`src/rtl/bus_hub_n_pl_pkg.sv`:
```
// Shared types and defaults for the N-port pipelined bus hub.
package bus_hub_n_pl_pkg;

   typedef enum logic [1:0] {IDLE, DECODE, ACCESS, RESP} hub_state_t;

   typedef enum logic {OP_READ, OP_WRITE} op_t;

   // Wide zero constant, sliced down to DW to form the default error read data.
   localparam int MAX_DW = 1024;
   localparam logic [MAX_DW-1:0] DEF_ERR_RDATA = '0;

   // The binary index needs at least one bit, even for a single-device hub.
   function automatic int idx_width(input int n);
      return (n > 1) ? $clog2(n) : 1;
   endfunction

endpackage

```
`src/rtl/bus_hub_n_pl_if.sv`:
```
// Host-side and device-side signals of the hub.
// The slave view belongs to the hub; the master view belongs to the host plus devices.
interface bus_hub_n_pl_if #(
   parameter int N_DEV = 4,
   parameter int AW    = 32,
   parameter int DW    = 32
);
   localparam int MW = DW / 8;

   logic [AW-1:0]         host_address;
   logic [DW-1:0]         host_data_write;
   logic [MW-1:0]         host_write_mask;
   logic                  host_wen;
   logic                  host_ren;
   logic [DW-1:0]         host_data_read;
   logic                  host_ready;
   logic                  host_error;

   logic [N_DEV*AW-1:0]   device_address;
   logic [N_DEV*DW-1:0]   device_data_write;
   logic [N_DEV*MW-1:0]   device_write_mask;
   logic [N_DEV-1:0]      device_wen;
   logic [N_DEV-1:0]      device_ren;
   logic [N_DEV-1:0]      device_ready;
   logic [N_DEV*DW-1:0]   device_data_read;
   logic [N_DEV-1:0]      device_active;

   modport slave (
      input  host_address, host_data_write, host_write_mask, host_wen, host_ren,
      output host_data_read, host_ready, host_error,
      output device_address, device_data_write, device_write_mask, device_wen, device_ren,
      input  device_ready, device_data_read, device_active
   );

   modport master (
      output host_address, host_data_write, host_write_mask, host_wen, host_ren,
      input  host_data_read, host_ready, host_error,
      input  device_address, device_data_write, device_write_mask, device_wen, device_ren,
      output device_ready, device_data_read, device_active
   );

endinterface

```
`src/rtl/bus_hub_n_pl_prio_onehot.sv`:
```
// Lowest-index priority picker: one-hot grant, binary index and an any-set flag.
module prio_onehot
   import bus_hub_n_pl_pkg::*;
#(
   parameter int N  = 4,
   parameter int IW = idx_width(N)
) (
   input  logic [N-1:0]  req,
   output logic [N-1:0]  onehot,
   output logic [IW-1:0] index,
   output logic          any
);

   // Scan upward and keep only the first set bit so the lowest index wins.
   always_comb begin
      onehot = '0;
      index  = '0;
      any    = 1'b0;
      for (int i = 0; i < N; i++) begin
         if (req[i] && !any) begin
            onehot[i] = 1'b1;
            index     = IW'(i);
            any       = 1'b1;
         end
      end
   end

endmodule

```
`src/rtl/bus_hub_n_pl.sv`:
```
// N-port pipelined bus hub: one host, N memory-mapped devices, with unmapped and timeout errors.
module bus_hub_n_pl
   import bus_hub_n_pl_pkg::*;
#(
   parameter int              N_DEV     = 4,
   parameter int              AW        = 32,
   parameter int              DW        = 32,
   parameter int              TIMEOUT   = 255,
   parameter logic [DW-1:0]   ERR_RDATA = DEF_ERR_RDATA[DW-1:0]
) (
   input  logic               clk,
   input  logic               rst_,
   bus_hub_n_pl_if.slave      bus
);

   localparam int MW = DW / 8;
   localparam int IW = idx_width(N_DEV);
   localparam int TW = $clog2(TIMEOUT + 1);

   hub_state_t          state;
   hub_state_t          next_state;

   logic [AW-1:0]       req_addr;
   logic [DW-1:0]       req_wdata;
   logic [MW-1:0]       req_mask;
   op_t                 req_op;

   logic [N_DEV-1:0]    dec_oh;
   logic [IW-1:0]       dec_idx;
   logic                dec_any;
   logic [N_DEV-1:0]    sel_oh;
   logic [IW-1:0]       sel_idx;

   logic [TW-1:0]       timer;
   logic [DW-1:0]       resp_data;
   logic                resp_err;

   logic                host_req;
   logic                sel_ready;
   logic                timeout_hit;

   assign host_req    = bus.host_wen | bus.host_ren;
   assign sel_ready   = bus.device_ready[sel_idx];
   assign timeout_hit = (timer == TW'(TIMEOUT - 1));

   prio_onehot #(.N(N_DEV), .IW(IW)) u_prio (
      .req    (bus.device_active),
      .onehot (dec_oh),
      .index  (dec_idx),
      .any    (dec_any)
   );

   // State register; the async reset drops the FSM, and with it every strobe, at once.
   always_ff @(posedge clk or negedge rst_) begin
      if (!rst_) state <= IDLE;
      else       state <= next_state;
   end

   // Next-state decode; a ready on the selected port takes priority over the timeout.
   always_comb begin
      next_state = state;
      unique case (state)
         IDLE:    if (host_req) next_state = DECODE;
         DECODE:  next_state = dec_any ? ACCESS : RESP;
         ACCESS:  if (sel_ready || timeout_hit) next_state = RESP;
         RESP:    next_state = IDLE;
         default: next_state = IDLE;
      endcase
   end

   // Outputs: broadcast request regs, strobe only the selected port, respond from registers.
   always_comb begin
      bus.host_ready        = (state == RESP);
      bus.host_error        = (state == RESP) && resp_err;
      bus.host_data_read    = resp_data;
      bus.device_address    = {N_DEV{req_addr}};
      bus.device_data_write = {N_DEV{req_wdata}};
      bus.device_write_mask = {N_DEV{req_mask}};
      bus.device_wen        = '0;
      bus.device_ren        = '0;
      if (state == ACCESS) begin
         if (req_op == OP_WRITE) bus.device_wen = sel_oh;
         else                    bus.device_ren = sel_oh;
      end
   end

   // Capture the host request once; the host may change its inputs afterwards without effect.
   always_ff @(posedge clk or negedge rst_) begin
      if (!rst_) begin
         req_addr  <= '0;
         req_wdata <= '0;
         req_mask  <= '0;
         req_op    <= OP_READ;
      end else if (state == IDLE && host_req) begin
         req_addr  <= bus.host_address;
         req_wdata <= bus.host_data_write;
         req_mask  <= bus.host_write_mask;
         req_op    <= bus.host_wen ? OP_WRITE : OP_READ;
      end
   end

   // Lock the decoded device in DECODE and count ACCESS cycles toward the timeout.
   always_ff @(posedge clk or negedge rst_) begin
      if (!rst_) begin
         sel_oh  <= '0;
         sel_idx <= '0;
         timer   <= '0;
      end else if (state == DECODE) begin
         sel_oh  <= dec_oh;
         sel_idx <= dec_idx;
         timer   <= '0;
      end else if (state == ACCESS) begin
         timer   <= timer + TW'(1);
      end
   end

   // Response registers; read data persists after RESP until the next response overwrites it.
   always_ff @(posedge clk or negedge rst_) begin
      if (!rst_) begin
         resp_data <= '0;
         resp_err  <= 1'b0;
      end else if (state == DECODE && !dec_any) begin
         resp_data <= ERR_RDATA;
         resp_err  <= 1'b1;
      end else if (state == ACCESS) begin
         if (sel_ready) begin
            resp_err  <= 1'b0;
            resp_data <= (req_op == OP_READ) ? bus.device_data_read[int'(sel_idx)*DW +: DW] : '0;
         end else if (timeout_hit) begin
            resp_err  <= 1'b1;
            resp_data <= ERR_RDATA;
         end
      end
   end

endmodule

```
`src/flat_wrapper.sv`:
```
// flat-port wrapper written by rule: the top's interface ports become plain ports
module bus_hub_n_pl_flat import bus_hub_n_pl_pkg::*;
#(
   parameter int              N_DEV     = 4,
   parameter int              AW        = 32,
   parameter int              DW        = 32,
   parameter int              TIMEOUT   = 255,
   parameter logic [DW-1:0]   ERR_RDATA = DEF_ERR_RDATA[DW-1:0]
)
  (clk, rst_, bus_host_address, bus_host_data_write, bus_host_write_mask, bus_host_wen, bus_host_ren, bus_host_data_read, bus_host_ready, bus_host_error, bus_device_address, bus_device_data_write, bus_device_write_mask, bus_device_wen, bus_device_ren, bus_device_ready, bus_device_data_read, bus_device_active);
  bus_hub_n_pl_if #(.N_DEV(N_DEV), .AW(AW), .DW(DW)) bus_i ();
  input  logic clk;
  input  logic rst_;
  input wire logic [$bits(bus_i.host_address)-1:0] bus_host_address;
  input wire logic [$bits(bus_i.host_data_write)-1:0] bus_host_data_write;
  input wire logic [$bits(bus_i.host_write_mask)-1:0] bus_host_write_mask;
  input wire logic [$bits(bus_i.host_wen)-1:0] bus_host_wen;
  input wire logic [$bits(bus_i.host_ren)-1:0] bus_host_ren;
  output wire logic [$bits(bus_i.host_data_read)-1:0] bus_host_data_read;
  output wire logic [$bits(bus_i.host_ready)-1:0] bus_host_ready;
  output wire logic [$bits(bus_i.host_error)-1:0] bus_host_error;
  output wire logic [$bits(bus_i.device_address)-1:0] bus_device_address;
  output wire logic [$bits(bus_i.device_data_write)-1:0] bus_device_data_write;
  output wire logic [$bits(bus_i.device_write_mask)-1:0] bus_device_write_mask;
  output wire logic [$bits(bus_i.device_wen)-1:0] bus_device_wen;
  output wire logic [$bits(bus_i.device_ren)-1:0] bus_device_ren;
  input wire logic [$bits(bus_i.device_ready)-1:0] bus_device_ready;
  input wire logic [$bits(bus_i.device_data_read)-1:0] bus_device_data_read;
  input wire logic [$bits(bus_i.device_active)-1:0] bus_device_active;
  assign bus_i.host_address = bus_host_address;
  assign bus_i.host_data_write = bus_host_data_write;
  assign bus_i.host_write_mask = bus_host_write_mask;
  assign bus_i.host_wen = bus_host_wen;
  assign bus_i.host_ren = bus_host_ren;
  assign bus_host_data_read = bus_i.host_data_read;
  assign bus_host_ready = bus_i.host_ready;
  assign bus_host_error = bus_i.host_error;
  assign bus_device_address = bus_i.device_address;
  assign bus_device_data_write = bus_i.device_data_write;
  assign bus_device_write_mask = bus_i.device_write_mask;
  assign bus_device_wen = bus_i.device_wen;
  assign bus_device_ren = bus_i.device_ren;
  assign bus_i.device_ready = bus_device_ready;
  assign bus_i.device_data_read = bus_device_data_read;
  assign bus_i.device_active = bus_device_active;
  bus_hub_n_pl #(.N_DEV(N_DEV), .AW(AW), .DW(DW), .TIMEOUT(TIMEOUT), .ERR_RDATA(ERR_RDATA)) u_core (.clk(clk), .rst_(rst_), .bus(bus_i));
endmodule
```
`config.mk`:
```
export PLATFORM = sky130hd
export DESIGN_NAME = bus_hub_n_pl_flat
export DESIGN_NICKNAME = d
export VERILOG_FILES = /design/src/rtl/bus_hub_n_pl_pkg.sv /design/src/rtl/bus_hub_n_pl_if.sv /design/src/rtl/bus_hub_n_pl_prio_onehot.sv /design/src/rtl/bus_hub_n_pl.sv /design/src/flat_wrapper.sv
export SDC_FILE = /design/constraint.sdc
export NUM_CORES = 1
export LEC_CHECK = 0
export BUFFER_PORTS_ARGS = -buffer_cell sky130_fd_sc_hd__buf_2
export CAP_MARGIN = 20
export CORE_AREA = 2 2 204 206
export DETAILED_ROUTE_END_ITERATION = 16
export DIE_AREA = 0 0 206 208
export GPL_TIMING_DRIVEN = 0
export MAX_ROUTING_LAYER = met4
export PLACE_DENSITY = 0.37
export SLEW_MARGIN = 20
export SYNTH_ARGS = -nofsm -noshare
export SYNTH_HDL_FRONTEND = slang
export SYNTH_HIERARCHICAL = 1
export SYNTH_SLANG_ARGS = --single-unit
```
`constraint.sdc`:
```
create_clock -name clk -period 2.45 [get_ports clk]
set_input_delay 0.49 -clock clk [delete_from_list [all_inputs] [get_ports clk]]
set_output_delay 0.49 -clock clk [all_outputs]
set_load 0.02 [all_outputs]
```
==> results.tsv, run 1 <==
metric	value	unit
io_pins	522	
synth_warnings	6	
synthCells	570	
worst_slack	182.4	ps
startpoint_type	register	
dp_hpwl	22.43	mm
clk-insertion-delay-late	420	ps
grt_pass1_wl	38.51	mm
slowest_delay	400	ps
status	finished, final reports clean	
final_nets	1326	
dieArea	42850	sq um
maxCapViolations	0	
num_vias	6126	
start_util	17.27	%
skew	11.01	ps
vias_per_cell	3.693	
fmax	0.4410	GHz
io_buffers	521	
endpoint_kind	output pin	
final.min_clock_period	2268	ps
h-tree-depth	4	
row_count	74	
required	1960	ps
place_ws	-343.8	ps
clk_pin_slew	60	ps
avgSynthCellArea	12.29	sq um
dr.pass1.iters	4	
seq_area_frac_synth	42.16	%
grt_max_degree	84	
grt_pass1_vias	6118	
synth_nets	785	
ys_ff_latch	118	
drt-wirelength-per-cell	16.29	um
antenna_found_initial	7	
numCtsBuffers	17	
slew-limit-headroom	52.87	%
yosysUniqueCellTypes	31	
path_class	reg2out	
die_w	206	um
p_leak	5.814	nW
synth_edf_count	0	
hold_class	in2reg	
crit_path_cell_trace	inv_1, ha_4, nor2b_2, and2_1, buf_2	
synth-async-reset-ratio	100.0	%
finalHoldViolations	0	
crit_buf_inv	2	
synth_ff_type	dfrtp_1	
rsz0062_at_grt	false	
cts.path.max_buffers	2	
drc	0	
critPathSlowestCell	dfrtp_1	
coreArea	40550	sq um
crit_fanout	10	
fin_crit_sh	92.56	%
cts_tree	yes	
grt.overflow.total	0	
root_buffer	clkbuf_16	
cts_setup_buffers	0	
gp_congestion	0.7730	
crit_family	flip-flops	
clkSinkCount	118	
worst_slew_pin_slew	706.9	ps
grt_usage	12.65	%
vdd_drop_max	0.5446	mV
drt-total-wl	27.03	mm
die_h	208	um
worstPathArrival	1780	ps
power.density	1642	nW/um^2
setup_viol	0	
utilization	27.11	%
drive_gt1_share	78.74	%
area_delta_synth_final	56.98	%
drv_slew	0	
first_iter_violations	168	
ant_nets	0	
syn-cell-area	7004	sq um
## through the flow
step	total power, mW	setup TNS [ps]	cells	hold slack, ps	cell area, sq um
after floorplan	11.72	0	570	194.4	7004
after global placement	15.50	-136860	1623	484.3	10280
after detailed placement	15.48	-10550	1624	385.9	10310
after CTS	18.43	0	1656	265.6	10980
after global routing	19.32	0	1659	271.2	11000
final	18.06	0	1659	298.9	11000
## cells in the final DEF (no fill, tap or decap), types with 2 or more instances in the layout
| cell type | count |
|---|---|
| a21oi_1 | 6 |
| a22o_1 | 32 |
| and2_1 | 7 |
| and3_1 | 6 |
| buf_2 | 529 |
| buf_4 | 205 |
| buf_6 | 4 |
| bufinv_16 | 5 |
| clkbuf_1 | 13 |
| clkbuf_16 | 17 |
| clkinv_2 | 2 |
| clkinv_4 | 3 |
| clkinvlp_4 | 2 |
| dfrtp_1 | 118 |
| diode_2 | 3 |
| ha_1 | 6 |
| inv_1 | 7 |
| mux2_2 | 77 |
| mux4_2 | 33 |
| nand2_1 | 8 |
| nand3_1 | 3 |
| nand4_1 | 2 |
| nor2_1 | 9 |
| nor2b_1 | 2 |
| nor3_1 | 3 |
| o21ai_0 | 5 |
| o22ai_1 | 3 |
| xnor2_1 | 2 |
## path summary, 6_finish.rpt
check | depth (start not counted) | from | to | slack (ps)
worst min-delay path | 2 | bus_host_data_write[13] | u_core/req_wdata[13] | 300
worst max register to register | 6 | u_core/state[1] | u_core/req_wdata[22] | 220
min in group asynchronous | 2 | rst_ | u_core/bus.host_data_read[28] | 530
max in group asynchronous | 3 | rst_ | u_core/req_wdata[25] | 1140
worst min register to register | 1 | u_core/bus.host_data_read[3] | u_core/bus.host_data_read[3] | 500
worst max-delay path | 5 | u_core/state[0] | bus_device_ren[3] | 180
## worst register-to-register path: stages (launching register included)
cell     delay (ps)
dfrtp_1         440
inv_1           120
ha_1            240
o21ai_2         250
buf_2           350
buf_2           350
mux2_2          370
## sequential cells by signal (all words and copies together), names as in the netlist
| name | flops |
|---|---|
| u_core/req_mask | 4 |
| u_core/sel_idx | 2 |
| u_core/req_wdata | 32 |
| u_core/state | 2 |
| u_core/req_addr | 32 |
| u_core/resp_err | 1 |
| u_core/bus.host_data_read | 32 |
| u_core/req_op | 1 |
| u_core/timer | 8 |
| u_core/sel_oh | 4 |
## synth_stat cells (all sizes together), types with 4 or more instances
cell | number | area (sq um)
clkbuf | 12 | 45.04
nand2 | 8 | 30.03
ha | 7 | 87.58
o22ai | 4 | 31.28
a22o | 32 | 280.3
buf | 219 | 1633
nor2 | 9 | 33.78
o21ai | 6 | 30.02
inv | 7 | 26.28
mux2 | 77 | 867.1
dfrtp | 118 | 2953
and3 | 6 | 37.54
mux4 | 33 | 743.2
and2 | 7 | 43.79
a21oi | 6 | 30.03
## cell type report
class                   instances  area (sq um)
fillers                      4303         29560
flip-flops and latches        118          2953
repair buffers                523          2655
multi-input cells             214          2366
plain buffers                 230          1674
well taps                     532         665.6
clock buffers                  20         446.7
clock inverters                12         201.4
inverters                       7         26.28
diodes                          3         7.507
## cells by family after synthesis
group / share of synthesized area, %
xor gates and xnor gates: 0.3752
buffers and inverters: 24.33
AOI/OAI and AO/OA: 5.413
muxes: 23.13
adders and majority gates: 1.250
DFF: 42.16
and+or+nand+nor: 3.340
## metal layers
| layer | part of all wire, % | wire length [um] | vias up | GRT usage, % |
|---|---|---|---|---|
| met5 | 0 | 0 | - | - |
| met4 | 1.6 | 425 | 0 | 3.350 |
| met3 | 7.9 | 2138 | 23 | 3.336 |
| met2 | 54 | 14650 | 325 | 23.61 |
| met1 | 36 | 9813 | 2897 | 12.90 |
| li1 | - | - | 2881 | - |
## timing repair
item	in CTS	in global routing
endpoints found under the hold margin	35	0
pin swaps	0	0
resized for setup	3	1
endpoints found under the setup margin	34	4
hold buffers	1	0
## power breakdown
| part | internal [mW] | total (mW) | switching, mW |
|---|---|---|---|
| Clock | 1.83 | 2.81 | 0.976 |
| Combinational | 5.34 | 11.3 | 5.93 |
| Sequential | 2.86 | 3.97 | 1.12 |
| Total | 10.0 | 18.1 | 8.03 |
Note: power is estimated with default switching activity, not from simulation.
==> run 2, diff against run 1 <==
--- a/config.mk
+++ b/config.mk
@@ -7,10 +7,11 @@
 export LEC_CHECK = 0
+export ABC_AREA = 1
 export BUFFER_PORTS_ARGS = -buffer_cell sky130_fd_sc_hd__buf_2
 export CAP_MARGIN = 20
-export CORE_AREA = 2 2 204 206
+export CORE_AREA = 2 2 205 207
 export DETAILED_ROUTE_END_ITERATION = 16
-export DIE_AREA = 0 0 206 208
+export DIE_AREA = 0 0 207 209
 export GPL_TIMING_DRIVEN = 0
 export MAX_ROUTING_LAYER = met4
-export PLACE_DENSITY = 0.37
+export PLACE_DENSITY = 0.39
 export SLEW_MARGIN = 20
--- a/constraint.sdc
+++ b/constraint.sdc
@@ -3,2 +3,2 @@
 set_output_delay 0.49 -clock clk [all_outputs]
-set_load 0.02 [all_outputs]
+set_load 0.05 [all_outputs]
==> run 2 against run 1 <==
Area after synthesis grew 14%. Final cell count increased by 29%. Routed wire length up 19%. Global-route usage increased by 2.5 points. Clock skew up 2.5 ps. Flip-flop and latch count unchanged. Final area up 8.3%. Via count rose by 32%. First-iteration DRC count is 51% higher. Fmax decreased by 0.37%. Clock-buffer cell count shrank 3. Sequential share of layout area is 2.1 points lower.
==> results.tsv, run 2 <==
metric	value	unit	change
setup_viol	0		unchanged
rsz0062_at_grt	false		unchanged
final.min_clock_period	2276	ps	was 2268 ps
path_class	reg2out		unchanged
numCtsBuffers	17		unchanged
clk-insertion-delay-late	440	ps	was 420 ps
cts_tree	yes		unchanged
final_nets	1802		was 1326
vias_per_cell	3.776		was 3.693
synthCells	1046		was 570
cts.path.max_buffers	2		unchanged
worst_slew_pin_slew	652.2	ps	was 706.9 ps
slew-limit-headroom	56.23	%	was 52.87%
grt_pass1_vias	7980		was 6118
synth_area_leaders	dfrtp_1 37%, buf_4 20%, nand2_1 18%		was dfrtp_1 42%, buf_4 22%, mux2_2 12%
die_h	209	um	was 208 um
avgSynthCellArea	7.662	sq um	was 12.29 sq um
synth_edf_count	0		unchanged
regToRegSetupSlack	420	ps	was 220 ps
startpoint_type	register		unchanged
ys_ff_latch	118		unchanged
clk_pin_slew	70	ps	was 60 ps
critPathSlowestCell	dfrtp_1		unchanged
dpl-instance-area	11330	sq um	was 10310 sq um
gp_congestion	0.8052		was 0.7730
status	finished, final reports clean		unchanged
grt.overflow.total	0		unchanged
drt-total-wl	32.15	mm	was 27.03 mm
synth_nets	1261		was 785
row_count	75		was 74
slowest_delay	410	ps	was 400 ps
fin_setup_tns	0	ps	unchanged
drt-wirelength-per-cell	15.02	um	was 16.29 um
die_w	207	um	was 206 um
whs_endpoint	u_core/req_wdata[1]		was u_core/req_wdata[13]
area_delta_synth_final	48.60	%	was 56.98%
design_area	11910	sq um	was 11000 sq um
drive_gt1_share	54.81	%	was 78.74%
dieArea	43260	sq um	was 42850 sq um
num_vias	8080		was 6126
synth_warnings	6		unchanged
yosysUniqueCellTypes	29		was 31
crit_family	flip-flops		unchanged
grt_max_degree	61		was 84
layout_common_cells	536 x buf_2, 394 x nand2_1, 218 x buf_4		was 529 x buf_2, 205 x buf_4, 118 x dfrtp_1
crit_fanout	5		was 10
drc	0		unchanged
required	1960	ps	about the same
rr_worst_depth	5		was 6
synth-async-reset-ratio	100.0	%	unchanged
timing.rr.start	u_core/state[0]		was u_core/state[1]
start_util	19.41	%	was 17.27%
grt_pass1_wl	47.81	mm	was 38.51 mm
finalHoldViolations	0		unchanged
hold_class	in2reg		unchanged
synth_ff_type	dfrtp_1		unchanged
dr.pass1.iters	4		unchanged
antenna_found_initial	5		was 7
crit_buf_inv	2		unchanged
r2r-end	u_core/req_wdata[15]		was u_core/req_wdata[22]
ys_top_cells_by_count	394 x nand2_1, 218 x buf_4, 118 x dfrtp_1		was 205 x buf_4, 118 x dfrtp_1, 77 x mux2_2
drv_slew	0		unchanged
yosysMostFrequentCell	nand2_1		was buf_4
first_iter_violations	254		was 168
crit_path_cell_trace	inv_1, ha_2, nand2_1, nor2_1, buf_2		was inv_1, ha_4, nor2b_2, and2_1, buf_2
syn-cell-area	8014	sq um	was 7004 sq um
cts_setup_buffers	0		unchanged
place_ws	207.3	ps	was -343.8 ps
grt_usage	15.13	%	was 12.65%
io_buffers	521		unchanged
root_buffer	clkbuf_16		unchanged
seq_area_frac_synth	36.85	%	was 42.16%
min-delay-start	bus_host_data_write[1]		was bus_host_data_write[13]
skew	13.55	ps	was 11.01 ps
maxCapViolations	0		unchanged
synth_top_area_cell	dfrtp_1		unchanged
worstPathArrival	1790	ps	was 1780 ps
io_pins	522		unchanged
endpoint_kind	output pin		unchanged
fmax	0.4394	GHz	was 0.4410 GHz
dp_hpwl	27.06	mm	was 22.43 mm
final_common_cell	buf_2		unchanged
whs_path_depth	2		unchanged
ant_nets	0		unchanged
coreArea	41290	sq um	was 40550 sq um
synth_top_cell_area_share	36.85	%	was 42.16%
h-tree-depth	4		unchanged
fin_crit_sh	92.90	%	was 92.56%
clkSinkCount	118		unchanged
worst_slack	174.0	ps	was 182.4 ps
## run 2: final cells by class
type                       instances  area [sq um]
antenna                            1         2.502
buffer                           245          1782
clock buffer                      17         425.4
clock inverter                    15         132.6
fill                            4594         29380
inverter                          91         345.3
multi-input combinational        591          2937
sequential                       118          2953
tap                              539         674.4
timing repair buffer             523          2658
## run 2: cells by family (layout without fill, tap and decap cells)
| family | count (synthesis) | after routing | synth area share [%] |
|---|---|---|---|
| multiplexers | 68 | 68 | 9.555 |
| AND/OR/NAND/NOR | 499 | 499 | 24.79 |
| AO/OA/AOI/OAI | 16 | 16 | 1.062 |
| flip-flops | 118 | 118 | 36.85 |
| adder cells (fa/ha/maj) | 7 | 7 | 1.093 |
| other | 0 | 1 | 0 |
| XOR/XNOR | 1 | 1 | 0.1093 |
| buffers and inverters | 337 | 891 | 26.54 |
## run 2: how the worst max path moves through the flow
stage / startpoint / endpoint / slack (ps) / cells after the start
after floorplan: u_core/req_op / bus_device_ren[0] / 420 / 4
after global placement: rst_ / u_core/req_wdata[7] / -940 / 1
after detailed placement: bus_host_wen / u_core/req_wdata[17] / 210 / 4
after CTS: u_core/req_op / bus_device_ren[1] / 30 / 4
after global routing: u_core/state[0] / bus_device_ren[2] / 30 / 5
final: u_core/state[0] / bus_device_ren[1] / 170 / 5
## run 2: through the flow
step	util (%)	hold slack, ps	std cells
floorplan	-	194.4	1046
detailed placement	27.45	452.2	2107
global placement	27.36	459.6	2106
finish	28.84	272.1	2140
global route	28.84	237.7	2139
CTS	28.82	238.9	2139
## run 2: per-layer routing
layer | track usage, % | wire length, um | vias up
met5 | - | 0 | -
met4 | 3.177 | 354 | 0
met3 | 4.013 | 1955 | 26
met2 | 27.92 | 17340 | 304
met1 | 16.17 | 12500 | 3687
li1 | - | - | 4063
## run 2: timing repair
action / CTS / global route
hold buffers: 1 / 0
endpoints found under the hold margin: 25 / 0
resized for setup: 0 / 3
setup endpoints to repair: 4 / 8
Power of run 2 is not shown: default switching activity piles up to over one toggle a cycle in this logic, so the estimate is an artifact.
==> run 3, diff against run 2 <==
SETUP_SLACK_MARGIN = 0.5   (was unset)
==> run 3 against run 2 <==
Sequential share of layout area decreased by 0.53 points. Final cell count increased by 0.42%. Die area unchanged. Critical path depth unchanged. Worst setup slack improved by 350 ps. Non-clock buffer count increased by 5. Final area increased by 2.2%.
==> results.tsv, run 3 (same netlist as run 2, synthesis figures left out) <==
metric	value	unit	change
required	1960	ps	about the same
first_iter_violations	216		was 254
clk_pin_slew	60	ps	was 70 ps
final_common_cell	buf_2		unchanged
coreArea	41290	sq um	unchanged
io_pins	522		unchanged
startpoint_type	register		unchanged
cts.path.max_buffers	2		unchanged
worstPathArrival	1430	ps	was 1790 ps
rsz0062_at_grt	true		was false
ant_nets	0		unchanged
setup_viol	0		unchanged
die_h	209	um	unchanged
crit_fanout	4		was 5
die_w	207	um	unchanged
row_count	75		unchanged
critPathSlowestCell	dfrtp_1		unchanged
crit_family	flip-flops		unchanged
cts_tree	yes		unchanged
worst_slew_pin_slew	543.3	ps	was 652.2 ps
io_buffers	521		unchanged
root_buffer	clkbuf_16		unchanged
dieArea	43260	sq um	unchanged
skew	10.32	ps	was 13.55 ps
area_delta_synth_final	51.91	%	was 48.60%
crit_path_cell_trace	inv_2, ha_4, nand2_4, nor2_2, buf_6		was inv_1, ha_2, nand2_1, nor2_1, buf_2
drc	0		unchanged
cts_hold_buf	0		was 1
slew-limit-headroom	63.78	%	was 56.23%
dr.pass1.iters	4		unchanged
finalHoldViolations	0		unchanged
grt_pass1_vias	8103		was 7980
grt_max_degree	63		was 61
hold_class	in2async		was in2reg
place_ws	17.72	ps	was 207.3 ps
clk-insertion-delay-late	410	ps	was 440 ps
drive_gt1_share	55.76	%	was 54.81%
gp_congestion	0.8278		was 0.8052
drt-wirelength-per-cell	14.67	um	was 15.02 um
num_vias	8052		was 8080
vias_per_cell	3.747		was 3.776
crit_buf_inv	2		unchanged
clkSinkCount	118		unchanged
holdWs	16.56	ps	was 272.1 ps
endpoint_kind	output pin		unchanged
fin_crit_sh	78.53	%	was 92.90%
fillers	4550		was 4594
worst_slack	526.1	ps	was 174.0 ps
fmax	0.5198	GHz	was 0.4394 GHz
h-tree-depth	4		unchanged
layout_common_cells	523 x buf_2, 392 x nand2_1, 224 x buf_4		was 536 x buf_2, 394 x nand2_1, 218 x buf_4
drv_slew	0		unchanged
grt.overflow.total	0		unchanged
dp_hpwl	26.72	mm	was 27.06 mm
path_class	reg2out		unchanged
maxCapViolations	0		unchanged
final.min_clock_period	1924	ps	was 2276 ps
slowest_delay	390	ps	was 410 ps
antenna_found_initial	7		was 5
status	finished, final reports clean		unchanged
numCtsBuffers	17		unchanged
grt_pass1_wl	47.43	mm	was 47.81 mm
drt-total-wl	31.52	mm	was 32.15 mm
grt_usage	14.75	%	was 15.13%
start_util	19.41	%	unchanged
final_nets	1807		was 1802
[run 3: changes by cell type in the layout (fill, tap and decap cells not counted), sizes merged, moves of 2 or more]
| cell | change |
|---|---|
| diode | +4 |
| inv | -8 |
| clkinvlp | -5 |
| bufinv | +3 |
| clkbuf | +8 |
| clkinv | +6 |
| buf | +2 |
[run 3: final timing paths]
check / slack, ps / from / endpoint / cells after the start
worst min register to register: 470 / u_core/bus.host_data_read[9] / u_core/bus.host_data_read[9] / 2
max in group asynchronous: 1730 / rst_ / u_core/req_addr[9] / 2
min in group clk: 310 / bus_host_address[29] / u_core/req_addr[29] / 2
worst min-delay path: 20 / rst_ / u_core/req_wdata[19] / 1
worst max register to register: 590 / u_core/state[1] / u_core/bus.host_data_read[6] / 9
worst max-delay path: 530 / u_core/state[0] / bus_device_ren[0] / 5
[run 3: area by class of cell]
cell class	count	area, sq um	share of cell area, %
diodes	5	12.51	0.1028
clock inverters	11	147.6	1.213
repair buffers	527	2746	22.56
multi-input cells	591	3013	24.75
plain buffers	246	1819	14.94
clock buffers	21	460.4	3.782
well taps	539	674.4	5.540
flip-flops and latches	118	2954	24.27
inverters	91	346.6	2.847
[run 3: per-stage QoR]
stage | setup TNS (ps) | instance area (sq um) | util (%) | std cells
finish | 0 | 12170 | 29.48 | 2149
CTS | 0 | 12110 | 29.33 | 2144
detailed placement | 0 | 11340 | 27.47 | 2107
floorplan | 0 | 8024 | - | 1046
global placement | -112270 | 11310 | 27.38 | 2106
global route | 0 | 12170 | 29.47 | 2146
[run 3: repair_timing]
item                                   CTS  global route
buffers inserted                         5             0
pin swaps                                0             1
endpoints found under the hold margin    0             0
setup endpoints to repair               77            79
cloned                                   0             0
gates resized for setup                 35            16
[run 3: per-layer routing]
| metal | share of wire (%) | up-vias | global-route usage [%] |
|---|---|---|---|
| li1 | - | 4083 | - |
| met1 | 39 | 3657 | 15.67 |
| met2 | 54 | 298 | 27.71 |
| met3 | 6.1 | 14 | 3.607 |
| met4 | 1.0 | 0 | 2.783 |
| met5 | 0 | - | - |
Power of run 3 is left out for the same reason.
